===== config.mk =====
export PLATFORM = sky130hd
export DESIGN_NAME = core_hazard_ctrl
export DESIGN_NICKNAME = d
export VERILOG_FILES = /design/src/rtl/core_hazard_ctrl_pkg.sv /design/src/rtl/core_hazard_ctrl.sv
export SDC_FILE = /design/constraint.sdc
export NUM_CORES = 1
export LEC_CHECK = 0
export CAP_MARGIN = 20
export CORE_MARGIN = 2
export CORE_UTILIZATION = 45
export DETAILED_ROUTE_END_ITERATION = 10
export PLACE_DENSITY = 0.76
export REMOVE_ABC_BUFFERS = 1
export SLEW_MARGIN = 20
export SYNTH_ARGS = -nofsm -noshare
export SYNTH_HDL_FRONTEND = slang
export SYNTH_SLANG_ARGS = --single-unit

===== constraint.sdc =====
create_clock -name i_Clk -period 5.8 [get_ports i_Clk]
set_input_delay 0.58 -clock i_Clk [delete_from_list [all_inputs] [get_ports i_Clk]]
set_output_delay 0.58 -clock i_Clk [all_outputs]
set_load 0.05 [all_outputs]

===== src/rtl/core_hazard_ctrl_pkg.sv =====
// Shared types for the execute-stage hazard controller: FSM states and the
// per-stage control word that drives pipeline register enables and NOP inserts.
package core_hazard_ctrl_pkg;

  typedef enum logic [1:0] {
    HzRun     = 2'd0,
    HzMemWait = 2'd1,
    HzExBusy  = 2'd2,
    HzFlush   = 2'd3
  } hz_state_e;

  typedef struct packed {
    logic if_en;
    logic id_en;
    logic ex_en;
    logic mem_en;
    logic id_flush;
    logic ex_flush;
    logic mem_bubble;
  } stage_ctrl_t;

  localparam stage_ctrl_t CtrlGo        = '{1'b1, 1'b1, 1'b1, 1'b1, 1'b0, 1'b0, 1'b0};
  localparam stage_ctrl_t CtrlHold      = '{1'b0, 1'b0, 1'b0, 1'b0, 1'b0, 1'b0, 1'b0};
  localparam stage_ctrl_t CtrlNop       = '{1'b0, 1'b0, 1'b0, 1'b0, 1'b1, 1'b1, 1'b1};
  localparam stage_ctrl_t CtrlExBusy    = '{1'b0, 1'b0, 1'b0, 1'b1, 1'b0, 1'b0, 1'b1};
  localparam stage_ctrl_t CtrlJump      = '{1'b1, 1'b1, 1'b1, 1'b1, 1'b1, 1'b1, 1'b0};
  localparam stage_ctrl_t CtrlLoadUse   = '{1'b0, 1'b0, 1'b1, 1'b1, 1'b0, 1'b1, 1'b0};
  localparam stage_ctrl_t CtrlTimeout   = '{1'b1, 1'b1, 1'b1, 1'b1, 1'b0, 1'b0, 1'b1};
  localparam stage_ctrl_t CtrlFlushHold = '{1'b0, 1'b0, 1'b0, 1'b0, 1'b1, 1'b1, 1'b0};

endpackage


===== src/rtl/core_hazard_ctrl.sv =====
// Execute-stage pipeline sequencer: merges load-use hazards, EX busy requests, taken
// jumps and the data-memory handshake into stage enables and flush/bubble controls.
module core_hazard_ctrl
  import core_hazard_ctrl_pkg::*;
#(
  parameter int unsigned REGF_AW     = 5,
  parameter int unsigned FLUSH_CYC   = 2,
  parameter int unsigned MEM_TIMEOUT = 255,
  parameter int unsigned CNT_W       = 16
) (
  input  logic               i_Clk,
  input  logic               i_Rst,
  input  logic [REGF_AW-1:0] i_ID_Rs1,
  input  logic [REGF_AW-1:0] i_ID_Rs2,
  input  logic               i_ID_UseRs1,
  input  logic               i_ID_UseRs2,
  input  logic [REGF_AW-1:0] i_EX_RegFAddr,
  input  logic               i_EX_IsLoad,
  input  logic               i_EX_StallEn,
  input  logic               i_EX_JumpEn,
  input  logic               i_Mem_Req,
  input  logic               i_Mem_Ack,
  output logic               o_IF_En,
  output logic               o_ID_En,
  output logic               o_EX_En,
  output logic               o_MEM_En,
  output logic               o_ID_Flush,
  output logic               o_EX_Flush,
  output logic               o_MEM_Bubble,
  output logic [1:0]         o_State,
  output logic               o_Event,
  output logic [CNT_W-1:0]   o_StallCnt
);

  localparam int unsigned WaitW  = (MEM_TIMEOUT > 2) ? $clog2(MEM_TIMEOUT) : 1;
  localparam int unsigned FlushW = (FLUSH_CYC > 1) ? $clog2(FLUSH_CYC) : 1;

  localparam logic [WaitW-1:0]  WaitOne   = WaitW'(1);
  localparam logic [WaitW-1:0]  WaitLast  = WaitW'(MEM_TIMEOUT - 1);
  localparam logic [FlushW-1:0] FlushOne  = FlushW'(1);
  localparam logic [FlushW-1:0] FlushInit = FlushW'(FLUSH_CYC - 1);
  localparam logic [CNT_W-1:0]  CntOne    = CNT_W'(1);

  function automatic logic load_use(input logic [REGF_AW-1:0] rs1,
                                    input logic [REGF_AW-1:0] rs2,
                                    input logic use1, input logic use2,
                                    input logic [REGF_AW-1:0] rd, input logic is_load);
    return is_load && (rd != '0) && ((use1 && (rs1 == rd)) || (use2 && (rs2 == rd)));
  endfunction

  hz_state_e         state_q, state_d;
  logic [WaitW-1:0]  wait_q, wait_d;
  logic [FlushW-1:0] flush_q, flush_d;
  logic [CNT_W-1:0]  stall_cnt_q;
  logic              event_q, event_d;

  stage_ctrl_t ctrl, res_ctrl;
  hz_state_e   res_state;
  logic        mem_stall, lu_hazard;

  assign mem_stall = i_Mem_Req & ~i_Mem_Ack;
  assign lu_hazard = load_use(i_ID_Rs1, i_ID_Rs2, i_ID_UseRs1, i_ID_UseRs2,
                              i_EX_RegFAddr, i_EX_IsLoad);

  // Non-memory resolution shared by RUN, EXBUSY and the MEMWAIT ack cycle.
  always_comb begin
    res_ctrl  = CtrlGo;
    res_state = HzRun;
    if (i_EX_StallEn) begin
      res_ctrl  = CtrlExBusy;
      res_state = HzExBusy;
    end else if (i_EX_JumpEn) begin
      res_ctrl  = CtrlJump;
      res_state = (FLUSH_CYC > 1) ? HzFlush : HzRun;
    end else if (lu_hazard) begin
      res_ctrl = CtrlLoadUse;
    end
  end

  always_comb begin
    ctrl    = CtrlGo;
    state_d = state_q;
    wait_d  = wait_q;
    flush_d = flush_q;
    event_d = 1'b0;
    unique case (state_q)
      HzRun, HzExBusy: begin
        if (mem_stall) begin
          ctrl    = CtrlHold;
          state_d = HzMemWait;
          wait_d  = WaitOne;
        end else begin
          ctrl    = res_ctrl;
          state_d = res_state;
          if (res_state == HzFlush) flush_d = FlushInit;
        end
      end
      HzMemWait: begin
        if (i_Mem_Ack) begin
          ctrl    = res_ctrl;
          state_d = res_state;
          if (res_state == HzFlush) flush_d = FlushInit;
        end else if (wait_q == WaitLast) begin
          ctrl    = CtrlTimeout;
          state_d = HzRun;
          event_d = 1'b1;
        end else begin
          ctrl   = CtrlHold;
          wait_d = wait_q + WaitOne;
        end
      end
      HzFlush: begin
        // EX holds a NOP here, so jump/stall/load-use inputs are meaningless.
        if (mem_stall) begin
          ctrl = CtrlFlushHold;
        end else begin
          ctrl    = CtrlJump;
          flush_d = flush_q - FlushOne;
          if (flush_q == FlushOne) state_d = HzRun;
        end
      end
      default: state_d = HzRun;
    endcase
    if (i_Rst) ctrl = CtrlNop;
  end

  always_ff @(posedge i_Clk or posedge i_Rst) begin
    if (i_Rst) begin
      state_q     <= HzRun;
      wait_q      <= '0;
      flush_q     <= '0;
      event_q     <= 1'b0;
      stall_cnt_q <= '0;
    end else begin
      state_q <= state_d;
      wait_q  <= wait_d;
      flush_q <= flush_d;
      event_q <= event_d;
      if (!ctrl.if_en && (stall_cnt_q != '1)) stall_cnt_q <= stall_cnt_q + CntOne;
    end
  end

  assign o_IF_En      = ctrl.if_en;
  assign o_ID_En      = ctrl.id_en;
  assign o_EX_En      = ctrl.ex_en;
  assign o_MEM_En     = ctrl.mem_en;
  assign o_ID_Flush   = ctrl.id_flush;
  assign o_EX_Flush   = ctrl.ex_flush;
  assign o_MEM_Bubble = ctrl.mem_bubble;
  assign o_State      = state_q;
  assign o_Event      = event_q;
  assign o_StallCnt   = stall_cnt_q;

endmodule


==> results.sh <==
export IMPL_p_per_area_nw_per_um2=430
export IMPL_cts_sinks=28
export IMPL_clkLatencyLatePin_ns=0.27
export IMPL_min_to="o_StallCnt[10]$_DFFE_PP0P_"
export IMPL_worst_pin_slew_ns=0.564
export IMPL_min_period_ns=3.88
export IMPL_worstHoldPathCells=1
export IMPL_critPathArrivalTime_ns=3.30
export IMPL_finalCritPeriodShare=0.669
export IMPL_drc_errors=0
export IMPL_rr_endpoint="o_StallCnt[12]$_DFFE_PP0P_"
export IMPL_cap_violations=0
export IMPL_grt_first_pass_wirelength_um=6150
export IMPL_placed_area_um2=2310
export IMPL_fp_row_count=23
export IMPL_cts_resized=0
export IMPL_drv_slew=0
export IMPL_reg2reg_from="o_State[0]$_DFFE_PP0P_"
export IMPL_critPathMaxStageDelay_ns=0.90
export IMPL_required_ns=5.22
export IMPL_ir_worst_vdd_v=0.000237
export IMPL_stdcell_area_um2=2360
export IMPL_netlist_top_cell_by_area="dfrtp_1"
export IMPL_yosysUniqueCellTypes=43
export IMPL_wirelength_um=3770
export IMPL_finalSetupTns_ns=0
export IMPL_holdCritStartpoint="o_StallCnt[10]$_DFFE_PP0P_"
export IMPL_die_w_um=67.3
export IMPL_antenna_found_initial=0
export IMPL_port_buffers=49
export IMPL_pin_count=50
export IMPL_crit_chain="clkdlybuf4s50_1 -> and2b_1 -> a211oi_1 -> o31ai_2 -> a21oi_4 -> clkdlybuf4s50_1"
export IMPL_start_kind="input pin"
export IMPL_relSlewSlack=0.624
export IMPL_skew_ns=0.00690
export IMPL_clockBufferDepth=2
export IMPL_fin_hold_ws_ns=0.497
export IMPL_fmax_ghz=0.258
export IMPL_wire_per_inst_um=13.0
export IMPL_via_count=1549
export IMPL_netlist_area_um2=1800
export IMPL_end_kind="primary output"
export IMPL_clock_root_buffer="clkbuf_8"
export IMPL_track_usage=0.173
export IMPL_hold_violations=0
export IMPL_r2r_setup_slack_ns=3.30
export IMPL_synth_edf_count=0
export IMPL_outcome="completed"
export IMPL_path_max_fanout=17
export IMPL_worst_path_dominant_cell_family="buffers and inverters"
export IMPL_avgSynthCellArea_um2=9.29
export IMPL_syn_inst=194
export IMPL_reg2reg_depth=6
export IMPL_finalSetupViolCount=0
export IMPL_die_height_um=67.3
export IMPL_routed_via_density=5.34
export IMPL_cts_buffers=3
export IMPL_synth_warnings=0
export IMPL_hold_buffers=0
export IMPL_async_reset_ff_frac=1.00
export IMPL_grt_pass1_vias=1415
export IMPL_hold_path_class="reg2reg"
export IMPL_initial_core_util=0.461
export IMPL_critical_path_most_common_cell="clkdlybuf4s50_1"
export IMPL_ant_nets=0
export IMPL_layout_drive_gt1_share=0.0833
export IMPL_synth_top_cell_area_share=0.389
export IMPL_dpl_hpwl_um=2910
export IMPL_htree_levels=1
export IMPL_grt_max_degree=31
export IMPL_clk_pin_slew_ns=0.10
export IMPL_drtIter0Drc=59
export IMPL_num_nets_final=268
export IMPL_antenna_cells=0
export IMPL_dr_pass1_iters=4
export IMPL_dieArea_um2=4530
export IMPL_ys_ff_latch=28
export IMPL_slowest_stage="clkdlybuf4s50_1"
export IMPL_rsz0062_at_grt="no"
export IMPL_yosys_top_cells_area="dfrtp_1 39%, xor2_1 7.8%, xnor2_1 5.8%"
export IMPL_syn2layout_area_growth_pct=31.2
export IMPL_place_inst=286
export IMPL_core_um2=3910
export IMPL_crit_buf_inv=2
export IMPL_p_leak_nw=0.998
export IMPL_place_gp_congestion=0.906
export IMPL_num_fill_cells=351
export IMPL_final_core_util=0.604
export IMPL_critPathKind="in2out"
export IMPL_cts_tree="yes"
export IMPL_grt_remaining_overflow=0
export IMPL_cts_setup_buffers=0
export IMPL_synth_ff_type="dfrtp_1"
export IMPL_ys_seq_area_frac=0.389
export IMPL_layout_cells_non_filler=290
## kinds of logic after synthesis
kind of cell / share of synthesized area
AND/OR/NAND/NOR: 0.268
flip-flops: 0.389
XOR/XNOR: 0.136
buffers and inverters: 0.0423
AO/OA/AOI/OAI: 0.119
adder cells (fa/ha/maj): 0.0208
multiplexers: 0.0250
## Yosys cell counts (2+ instances only)
master    instances
buf_6             2
clkbuf_1          2
mux2_4            3
xnor2_1          12
nor2_1           23
inv_1             6
nor3_2            3
o31ai_1           2
nand4_1           9
a211oi_1          3
o21ai_0           6
nor2b_1           4
ha_1              3
xor2_1           16
dfrtp_1          28
buf_4             2
a31oi_1           2
and3_1            6
nand2b_1          3
nor4b_2           2
nand2_1          22
nand3_1           9
a21oi_1           5
o22ai_1           2
## metrics by stage
stage | total power [mW] | setup WS [ns]
after floorplan | 0.717 | 2.57
after global placement | 0.895 | 1.98
after detailed placement | 0.903 | 1.90
after CTS | 1.03 | 1.90
after global routing | 1.08 | 1.69
final | 1.02 | 1.92
## routing by layer
layer | vias up | share of wire | global-route usage
li1 | 765 | - | -
met3 | 4 | 0.072 | 0.0333
met1 | 738 | 0.46 | 0.232
met2 | 42 | 0.46 | 0.287
met5 | - | 0 | 0
met4 | 0 | 0.0090 | 0.0459
## where the power goes
part,switching [mW],internal (mW),total [mW]
registers,0.0904,0.255,0.345
clock network,0.0590,0.0607,0.120
logic,0.345,0.205,0.551
total,0.495,0.521,1.02
## worst max path at each step
stage | cells after the start | start | to
floorplan | 1 | o_State[0]$_DFFE_PP0P_ | o_MEM_Bubble
CTS | 6 | i_Mem_Ack | o_ID_En
global placement | 6 | i_Mem_Ack | o_ID_En
finish | 6 | i_Mem_Ack | o_ID_En
detailed placement | 6 | i_Mem_Ack | o_ID_En
global route | 6 | i_Mem_Ack | o_ID_En
## layout by cell type (no fill, tap or decap), types with 2 or more instances in the layout
master,Yosys,final
nand2b_1,3,3
nand3_1,9,9
a21oi_1,5,5
clkbuf_8,0,4
o21ai_0,6,6
nor3_2,3,3
nand4_1,9,9
nand2_1,22,22
xor2_1,16,16
xnor2_1,12,12
and3_1,6,6
inv_1,6,6
ha_1,3,3
nor2b_1,4,4
nor4b_2,2,2
a211oi_1,3,3
clkdlybuf4s50_1,0,49
dfrtp_1,28,28
o22ai_1,2,2
mux2_4,3,3
o31ai_1,2,2
a31oi_1,2,2
nor2_1,23,23
## state kept, by name, indices dropped and copies added (netlist names)
name and flops:
wait_q 8, o_StallCnt 16, o_State 2, o_Event 1, flush_q 1
## layout make-up
type | instances | area [um^2] | share of cell area
multi-input cells | 152 | 1030 | 0.434
flip-flops and latches | 28 | 701 | 0.296
repair buffers | 50 | 498 | 0.211
well taps | 50 | 62.6 | 0.0265
clock buffers | 4 | 55.1 | 0.0233
inverters | 6 | 22.5 | 0.00952
No activity file was read; power rests on OpenSTA's default activity.
